[src/rtl/rvskid_buf.sv]
// rvskid_buf: two-entry elastic pipeline register (skid buffer) with
// valid/ready handshakes on both sides. One beat of backpressure is absorbed
// in the skid entry, so in_ready is a flop output with no combinational path
// from out_ready.
//
// Ports:
//   clk        clock, all state updates on posedge
//   rst_l      asynchronous active-low reset
//   flush      synchronous discard of all held beats
//   in_valid   upstream beat offered
//   in_ready   buffer can accept a beat (registered)
//   in_data    upstream payload, sampled only on in_valid & in_ready
//   out_valid  main entry holds a beat (registered)
//   out_ready  downstream accepts the beat this cycle
//   out_data   main-entry payload (registered)
//   count      number of held beats, 0..2
module rvskid_buf #(
  parameter int unsigned WIDTH = 33
) (
  input  logic             clk,
  input  logic             rst_l,
  input  logic             flush,
  input  logic             in_valid,
  output logic             in_ready,
  input  logic [WIDTH-1:0] in_data,
  output logic             out_valid,
  input  logic             out_ready,
  output logic [WIDTH-1:0] out_data,
  output logic [1:0]       count
);

  typedef enum logic [1:0] {
    EMPTY = 2'd0,
    ONE   = 2'd1,
    FULL  = 2'd2
  } state_t;

  state_t           state;
  logic [WIDTH-1:0] skid;
  logic             in_fire;
  logic             out_fire;

  assign in_fire  = in_valid & in_ready;
  assign out_fire = out_valid & out_ready;

  // in_ready/out_valid/count are flops updated in lockstep with state so each
  // always equals its state decode without a combinational output path.
  always_ff @(posedge clk or negedge rst_l) begin
    if (!rst_l) begin
      state     <= EMPTY;
      out_data  <= '0;
      skid      <= '0;
      out_valid <= 1'b0;
      in_ready  <= 1'b1;
      count     <= 2'd0;
    end else if (flush) begin
      // Held contents are left in place but hidden by out_valid=0.
      state     <= EMPTY;
      out_valid <= 1'b0;
      in_ready  <= 1'b1;
      count     <= 2'd0;
    end else begin
      case (state)
        EMPTY: begin
          if (in_fire) begin
            state     <= ONE;
            out_data  <= in_data;
            out_valid <= 1'b1;
            in_ready  <= 1'b1;
            count     <= 2'd1;
          end
        end
        ONE: begin
          if (in_fire && out_fire) begin
            out_data <= in_data;
          end else if (in_fire) begin
            state    <= FULL;
            skid     <= in_data;
            in_ready <= 1'b0;
            count    <= 2'd2;
          end else if (out_fire) begin
            state     <= EMPTY;
            out_valid <= 1'b0;
            count     <= 2'd0;
          end
        end
        FULL: begin
          if (out_fire) begin
            state    <= ONE;
            out_data <= skid;
            in_ready <= 1'b1;
            count    <= 2'd1;
          end
        end
        default: begin
          state     <= EMPTY;
          out_valid <= 1'b0;
          in_ready  <= 1'b1;
          count     <= 2'd0;
        end
      endcase
    end
  end

endmodule
[config.mk]
export PLATFORM = sky130hd
export DESIGN_NAME = rvskid_buf
export DESIGN_NICKNAME = d
export VERILOG_FILES = /design/src/rtl/rvskid_buf.sv
export SDC_FILE = /design/constraint.sdc
export NUM_CORES = 1
export LEC_CHECK = 0
export ABC_AREA = 1
export CAP_MARGIN = 20
export CORE_ASPECT_RATIO = 1.2
export CORE_MARGIN = 1.5
export CORE_UTILIZATION = 30
export DETAILED_ROUTE_END_ITERATION = 16
export PLACE_DENSITY = 0.59
export SYNTH_ARGS = -nofsm -noshare
export SYNTH_HDL_FRONTEND = slang
export SYNTH_SLANG_ARGS = --single-unit
[constraint.sdc]
create_clock -name clk -period 1.5 [get_ports clk]
set_input_delay 0.3 -clock clk [delete_from_list [all_inputs] [get_ports clk]]
set_output_delay 0.3 -clock clk [all_outputs]
set_load 0.02 [all_outputs]
=== Yosys cells after proc, flatten, opt, wreduce, memory -nomap -nowiden ===
Cells that the tools add are included.

* Equality and inequality tests: 13
* Mux-type cells: 22
* Bitwise gates (word level): 4
* Reduce and logical (&&, ||, !) cells: 8

{| class="wikitable"
|+ Operators with widths
! operator !! count
|-
| $mux 33 || 3
|-
| $pmux 33 s3 || 1
|-
| $ne 3x3->1 const B || 6
|-
| $mux 2 || 6
|-
| $reduce_and 4->1 || 3
|-
| $reduce_and 5->1 || 2
|-
| $mux 1 || 9
|-
| $ne 2x2->1 const B || 4
|-
| $pmux 1 s3 || 2
|-
| $pmux 2 s3 || 1
|-
| $ne 4x4->1 const B || 1
|-
| $reduce_bool 3->1 || 1
|-
| $and 1x1->1 || 2
|-
| $eq 2x1->1 const B || 1
|-
| $eq 2x2->1 const B || 1
|-
| $logic_not 2->1 || 1
|-
| $not 1->1 || 2
|-
| $logic_and 1x1->1 || 1
|}

* Register bits: 70
* Bits of input ports: 38
* Logic and storage cells: 52

=== Longest topological paths before layout ===
Gate-level depths: netlist of run 1.

* Depth after elaboration: 6
* Mapped depth: 8
* Gate-level depth less buffers: 7

=== Least setup slack after synthesis of run 1 ===
OpenSTA, ideal clock, no wires.

* Path kind: reg-to-reg
* Start: register in_ready
* End: register skid[21]
* Library setup time: 0.121 ns
* Arrival: 1.390 ns
* Required time: 1.379 ns
* Slack: -0.011 ns
* Cell stages (with the launch flop): 8
* Buffers on the path: 2
* Cells stage by stage: dfstp_2 nand2_1 inv_1 nand3_2 nor2_2 buf_4 buf_4 o21ai_1

* Longest elaborated chain between the ends: 4

{| class="wikitable"
|+ Ends and longest elaborated chain
! item !! RTL line !! source
|-
| start, declared || 24 || <nowiki>output logic in_ready,</nowiki>
|-
| start signal, assigned || 54 || <nowiki>in_ready <= 1'b1;</nowiki>
|-
| start signal, assigned || 60 || <nowiki>in_ready <= 1'b1;</nowiki>
|-
| start signal, assigned || 69 || <nowiki>in_ready <= 1'b1;</nowiki>
|-
| $and 1x1->1 * || 43 || <nowiki>assign in_fire = in_valid & in_ready;</nowiki>
|-
| $logic_and 1x1->1 || 74 || <nowiki>if (in_fire && out_fire) begin</nowiki>
|-
| $not 1->1 (no line) || n/a ||
|-
| $reduce_and 4->1 (no line) * || n/a ||
|-
| end signal, assigned || 78 || <nowiki>skid <= in_data;</nowiki>
|-
| end, declared || 39 || <nowiki>logic [WIDTH-1:0] skid;</nowiki>
|}

Every way passes the cells marked *; elsewhere a longest branch is shown, timed or not.
A chain may end at the register's enable or synchronous reset.

==> metrics.cfg, run 1 <==
[run_status]
status=completed

[yosys]
synth_area_um2=3280
synth_cells=406
synth_seq_area_share=0.534
synth_cell_types=22
synth_seq_cells=70
yosys_warnings=0
syn_avg_cell_area_um2=8.08
synthesis.nets=444

[finish]
drive_above_1_share=0.116
finalNetCount=534
antenna_cells=0
syn_to_final_growth_pct=38.8
seq_area_um2=1760
num-fill-cells=1067
multi_input_area_um2=1230
fin_cells=629

[clock_network]
insertion_delay_ps=330
cts_sinks=70
htree_levels=3
cts_buffers=9
clock_path_buffers=2
cts_root_buffer=clkbuf_16
tritoncts=yes
path_clk_slew_ps=60

[power_and_ir_drop]
peakVddDrop_v=0.000626
p_leak_nw=2.34
fin_total_pwr_mw=8.27
p_per_area_nw_per_um2=1820

[die]
core_um2=10600
start_util=0.310
die_w_um=98.5
io_pins=75
die_y_um=118
die_area_um2=11600
rows=41

[sta]
finalSetupViolCount=0
worst_pin_slew_ps=444
fin_skew_ps=5.55
min_period_ps=1420
fmax_mhz=702
finalHoldViolCount=0
rsz0062_at_grt=false
slew_viol_final=0
slew_headroom=0.704
min_period_over_period=0.950

[critical_path]
path_cells=dlygate4sd2_1
critical_path.startpoint_type=register
end_kind=output port
cpMaxStageDelayCell=dfrtp_2
worstPathRequired_ps=1200
cp.arrival_ps=1120
worst_path_largest_cell_delay_ps=460
crit_family=flip-flops
crit_buf_inv=1
path_max_fanout=7
worstSetupPathType=reg -> out

[route]
vias=2836
drtIter0Drc=113
vias_per_cell=4.51
drt_pre_antenna_iters=4
wl_per_cell_um=12.2
ant_nets=0
wl_um=7690
drc=0

[global_route]
overflow=0
grt_pass1_vias=2838
grt_first_pass_wirelength_um=13400
grtUsageTotal=0.145
busiest_layer=met2
grt_max_degree=35
grtUsageMet1=0.173
use_met2=0.244
grt_antenna_before_repair=0
use_met3=0.0362

[min_path]
hold_path_class=in -> async

[placement]
gp_congestion=0.741
dp_hpwl_um=5520
port_buffers=74
dpl.cell_count=612

[flow_run]
cap_violations=0

==> layout make-up <==
class / instances / share of cell area
flip-flops and latches: 70 / 0.386
multi-input cells: 274 / 0.271
repair buffers: 102 / 0.217
clock buffers: 11 / 0.0533
well taps: 129 / 0.0354
inverters: 39 / 0.0322
clock inverters: 4 / 0.00522
==> through the flow <==
step | setup slack (ps) | setup TNS, ps | hold WS, ps | cell area, um2 | util
detailed placement | -166 | -9060 | 278 | 4310 | 0.408
CTS | 6.15 | 0 | 467 | 4540 | 0.430
floorplan | 28.0 | 0 | 4.41 | 3280 | -
finish | 75.6 | 0 | 455 | 4550 | 0.431
global route | 1.02 | 0 | 494 | 4550 | 0.431
global placement | -166 | -7890 | 275 | 4310 | 0.408
==> final timing paths <==
| check | start | to | slack (ps) | cells past startpoint |
|---|---|---|---|---|
| setup reg to reg | in_ready$_DFFE_PN1P_ | skid[5]$_DFFE_PN0P_ | 100 | 7 |
| hold reg to reg | out_data[17]$_DFFE_PN0P_ | out_data[17]$_DFFE_PN0P_ | 450 | 2 |
| min in group clk | out_data[17]$_DFFE_PN0P_ | out_data[17]$_DFFE_PN0P_ | 460 | 2 |
| hold / removal | rst_l | out_data[9]$_DFFE_PN0P_ | 450 | 2 |
| max in group asynchronous | rst_l | in_ready$_DFFE_PN1P_ | 520 | 3 |
| setup / recovery | state[0]$_DFFE_PN0P_ | count[0] | 80 | 1 |
==> cells in the final DEF, fill, tap and decap left out, drive strengths merged <==
cell type and count:
a21oi 1, and2 1, buf 28, clkbuf 12, clkdlybuf4s50 36, clkinv 4, dfrtp 69, dfstp 1
dlygate4sd2 36, dlygate4sd3 1, inv 39, nand2 152, nand3 39, nand4 1, nor2 10, o211ai 1
o21ai 69
==> power by group <==
group	internal (mW)	leakage, nW	switching [mW]	total, mW
logic	1.28	1.34	1.91	3.19
clock network	1.15	0.135	0.759	1.91
registers	2.79	0.858	0.383	3.18
==> registers in the layout, summed over array words and instances, names as in the netlist <==
| name | cells |
|---|---|
| out_valid | 1 |
| out_data | 33 |
| in_ready | 1 |
| skid | 33 |
| state | 2 |
==> cells by family after synthesis <==
logic type / synth area share
DFF: 0.534
AOI/OAI and AO/OA: 0.110
buffers and inverters: 0.0969
and+or+nand+nor: 0.259
==> what timing repair did <==
action                                  in CTS  in global routing
buffers inserted                             0                  1
hold buffers                                 1                  0
hold endpoints to repair                    28                  0
gates resized for setup                     39                  4
endpoints found under the setup margin      37                 42
==> Yosys cell counts <==
cell type,instances,share of area
a21oi_1,1,0.0015
and2_1,1,0.0019
buf_2,2,0.0031
buf_4,6,0.014
buf_6,8,0.027
clkbuf_1,7,0.0080
dfrtp_1,69,0.53
dfstp_2,1,0.0080
inv_1,37,0.042
inv_2,2,0.0023
nand2_1,151,0.17
nand2_4,1,0.0034
nand3_1,38,0.058
nand3_2,1,0.0031
nand4_1,1,0.0019
nor2_1,6,0.0069
nor2_2,2,0.0038
nor2_4,2,0.0069
o211ai_1,1,0.0023
o21ai_0,45,0.069
o21ai_1,23,0.035
o21ai_2,1,0.0027
==> routing by layer <==
metal  vias up  part of all wire
met5         -                 0
met4         0             0.021
li1       1462                 -
met1      1291              0.44
met2        70              0.49
met3        13             0.053
Note: power is estimated with default switching activity, not from simulation.
==> run 2, diff against run 1 <==
Settings changed: CORE_ASPECT_RATIO 1.2 to 0.6.
==> metrics.cfg, run 2 (synthesis gave the netlist of run 1 again) <==
[run_status]
status=completed  ; unchanged

[route]
wl_um=8530  ; was 7690 um
wl_per_cell_um=13.3  ; was 12.2 um
drtIter0Drc=157  ; was 113
drc=0  ; unchanged
vias_per_cell=4.54  ; was 4.51
ant_nets=0  ; unchanged
drt_pre_antenna_iters=4  ; unchanged
vias=2913  ; was 2836

[clock_network]
tritoncts=yes  ; unchanged
cts_sinks=70  ; unchanged
clock_path_buffers=2  ; unchanged
cts_buffers=9  ; unchanged
cts_root_buffer=clkbuf_16  ; unchanged
path_clk_slew_ps=60  ; about the same
htree_levels=3  ; unchanged
insertion_delay_ps=330  ; about the same

[min_path]
min_to=out_data[14]$_DFFE_PN0P_
worstHoldStart=out_data[14]$_DFFE_PN0P_
whs_path_depth=2
hold_path_class=reg -> reg  ; was in -> async

[finish]
reg_top3=out_data: 33 flops, skid: 33 flops, state: 2 flops  ; unchanged
finalNetCount=535  ; was 534
syn_to_final_growth_pct=42.0  ; was 38.8%
layout_common_cells=nand2_1 (136), dfrtp_1 (67), o21ai_0 (45), nand3_1 (38), inv_1 (37)  ; was nand2_1 (148), dfrtp_1 (67), o21ai_0 (45), nand3_1 (38), inv_1 (37)
antenna_cells=0  ; unchanged
final_common_cell=nand2_1  ; unchanged
drive_above_1_share=0.145  ; was 0.116

[power_and_ir_drop]
net-switching-power_mw=3.21  ; was 3.05 mW
p_per_area_nw_per_um2=1900  ; was 1820 nW/um2
peakVddDrop_v=0.000776  ; was 0.000626 V
p_comb_frac=0.371  ; was 0.385
sw_frac_of_total=0.362  ; was 0.369
p_int_mw=5.66  ; was 5.22 mW
p_leak_nw=2.36  ; was 2.34 nW
pwr-share-clk=0.263  ; was 0.231
seqPwrFrac=0.366  ; was 0.384

[placement]
gp_congestion=0.859  ; was 0.741
port_buffers=74  ; unchanged
place_ws_ps=-187  ; was -166 ps
dp_hpwl_um=5610  ; was 5520 um

[critical_path]
cp-startpoint=in_ready$_DFFE_PN1P_  ; was state[0]$_DFFE_PN0P_
timing.reg2reg.setup_slack_ps=60  ; was 100 ps
worstPathRequired_ps=1720  ; was 1200 ps
r2r_start=in_ready$_DFFE_PN1P_  ; unchanged
reg2reg_to=out_data[28]$_DFFE_PN0P_  ; was skid[5]$_DFFE_PN0P_
cp.arrival_ps=1660  ; was 1120 ps
end_kind=register  ; was output port
reg2reg_depth=8  ; was 7
critical_path.startpoint_type=register  ; unchanged
path_max_fanout=8  ; was 7
worstSetupPathType=reg -> reg  ; was reg -> out

[sta]
fin_skew_ps=3.21  ; was 5.55 ps
min_period_over_period=0.959  ; was 0.950
slew_headroom=0.799  ; was 0.704
slew_viol_final=0  ; unchanged
fin_ws_ps=62.2  ; was 75.6 ps
fin_tns_setup_ps=0  ; unchanged
worst_pin_slew_ps=301  ; was 444 ps
min_period_ps=1440  ; was 1420 ps
fmax_mhz=696  ; was 702 MHz
rsz0062_at_grt=true  ; was false
finalSetupViolCount=0  ; unchanged
finalHoldViolCount=0  ; unchanged

[die]
io_pins=75  ; unchanged
die_w_um=138  ; was 98.5 um
core_um2=10600  ; about the same
start_util=0.310  ; about the same
rows=29  ; was 41
die_area_um2=11600  ; about the same
die_y_um=84  ; was 118 um

[global_route]
grt_max_degree=55  ; was 35
grtUsageTotal=0.153  ; was 0.145
overflow=0  ; unchanged
grt_pass1_vias=2831  ; was 2838
grt_first_pass_wirelength_um=14100  ; was 13400 um
grt_antenna_before_repair=0  ; unchanged

[flow_run]
cap_violations=0  ; unchanged

## run 2: critical path, cell delays in order, from the launching register on
cell and delay (ps):
dfstp_2 550, nand2_2 70, nand2_2 60, nand2_2 60, nor2_4 180, nand2_4 110
clkbuf_16 200, nand2_2 50, nand2_1 50
## run 2: cell type report
class | instances | area [um2]
Multi-Input combinational cell | 274 | 1260
Sequential cell | 70 | 1760
Timing Repair Buffer | 103 | 985
Inverter | 39 | 146
Fill cell | 1073 | 5940
Clock buffer | 11 | 253
Tap cell | 139 | 174
Clock inverter | 5 | 81.3
## run 2: worst max-delay path by stage
stage | endpoint | slack (ps)
floorplan | skid[21]$_DFFE_PN0P_ | 30
global placement | out_data[20]$_DFFE_PN0P_ | -170
detailed placement | out_data[3]$_DFFE_PN0P_ | -190
CTS | in_ready | 4
global route | skid[16]$_DFFE_PN0P_ | -50
finish | out_data[28]$_DFFE_PN0P_ | 60
## run 2: power groups by stage
stage	logic (mW)	clock network, mW	registers (mW)
global placement	3.43	0	3.24
CTS	3.20	2.40	3.23
global route	3.67	2.49	3.36
floorplan	1.44	0	3.70
detailed placement	3.49	0	3.27
finish	3.28	2.33	3.25
## run 2: layer usage
metal  global-route usage  wire, um  vias to the layer above
met4               0.0287        55                        0
li1                     -         -                     1472
met3               0.0631       586                        4
met1                0.216      4190                     1345
met5                    0         0                        -
met2                0.221      3700                       92
## run 2: per-stage QoR
step                      hold WS, ps  cell area (um2)  utilization  instances  power, mW
after detailed placement          302             4280        0.404        622       6.75
final                             468             4660        0.440        641       8.86
after global routing              495             4660        0.440        641       9.52
after floorplan                  4.41             3280            -        406       5.14
after CTS                         469             4590        0.433        639       8.84
after global placement            299             4280        0.404        622       6.68
## run 2: what timing repair did
action	CTS	global route
hold endpoints to repair	69	0
hold buffers	1	0
gates cloned	0	2
setup endpoints to repair	37	49
resized for setup	40	17
pin swaps	0	0
buffers inserted	0	0
==> run 3, diff against run 2 <==
Settings changed: GPL_ROUTABILITY_DRIVEN from default to 1.
==> results of run 3 <==
No change in the layout: final DEF, timing and power equal those of run 2.
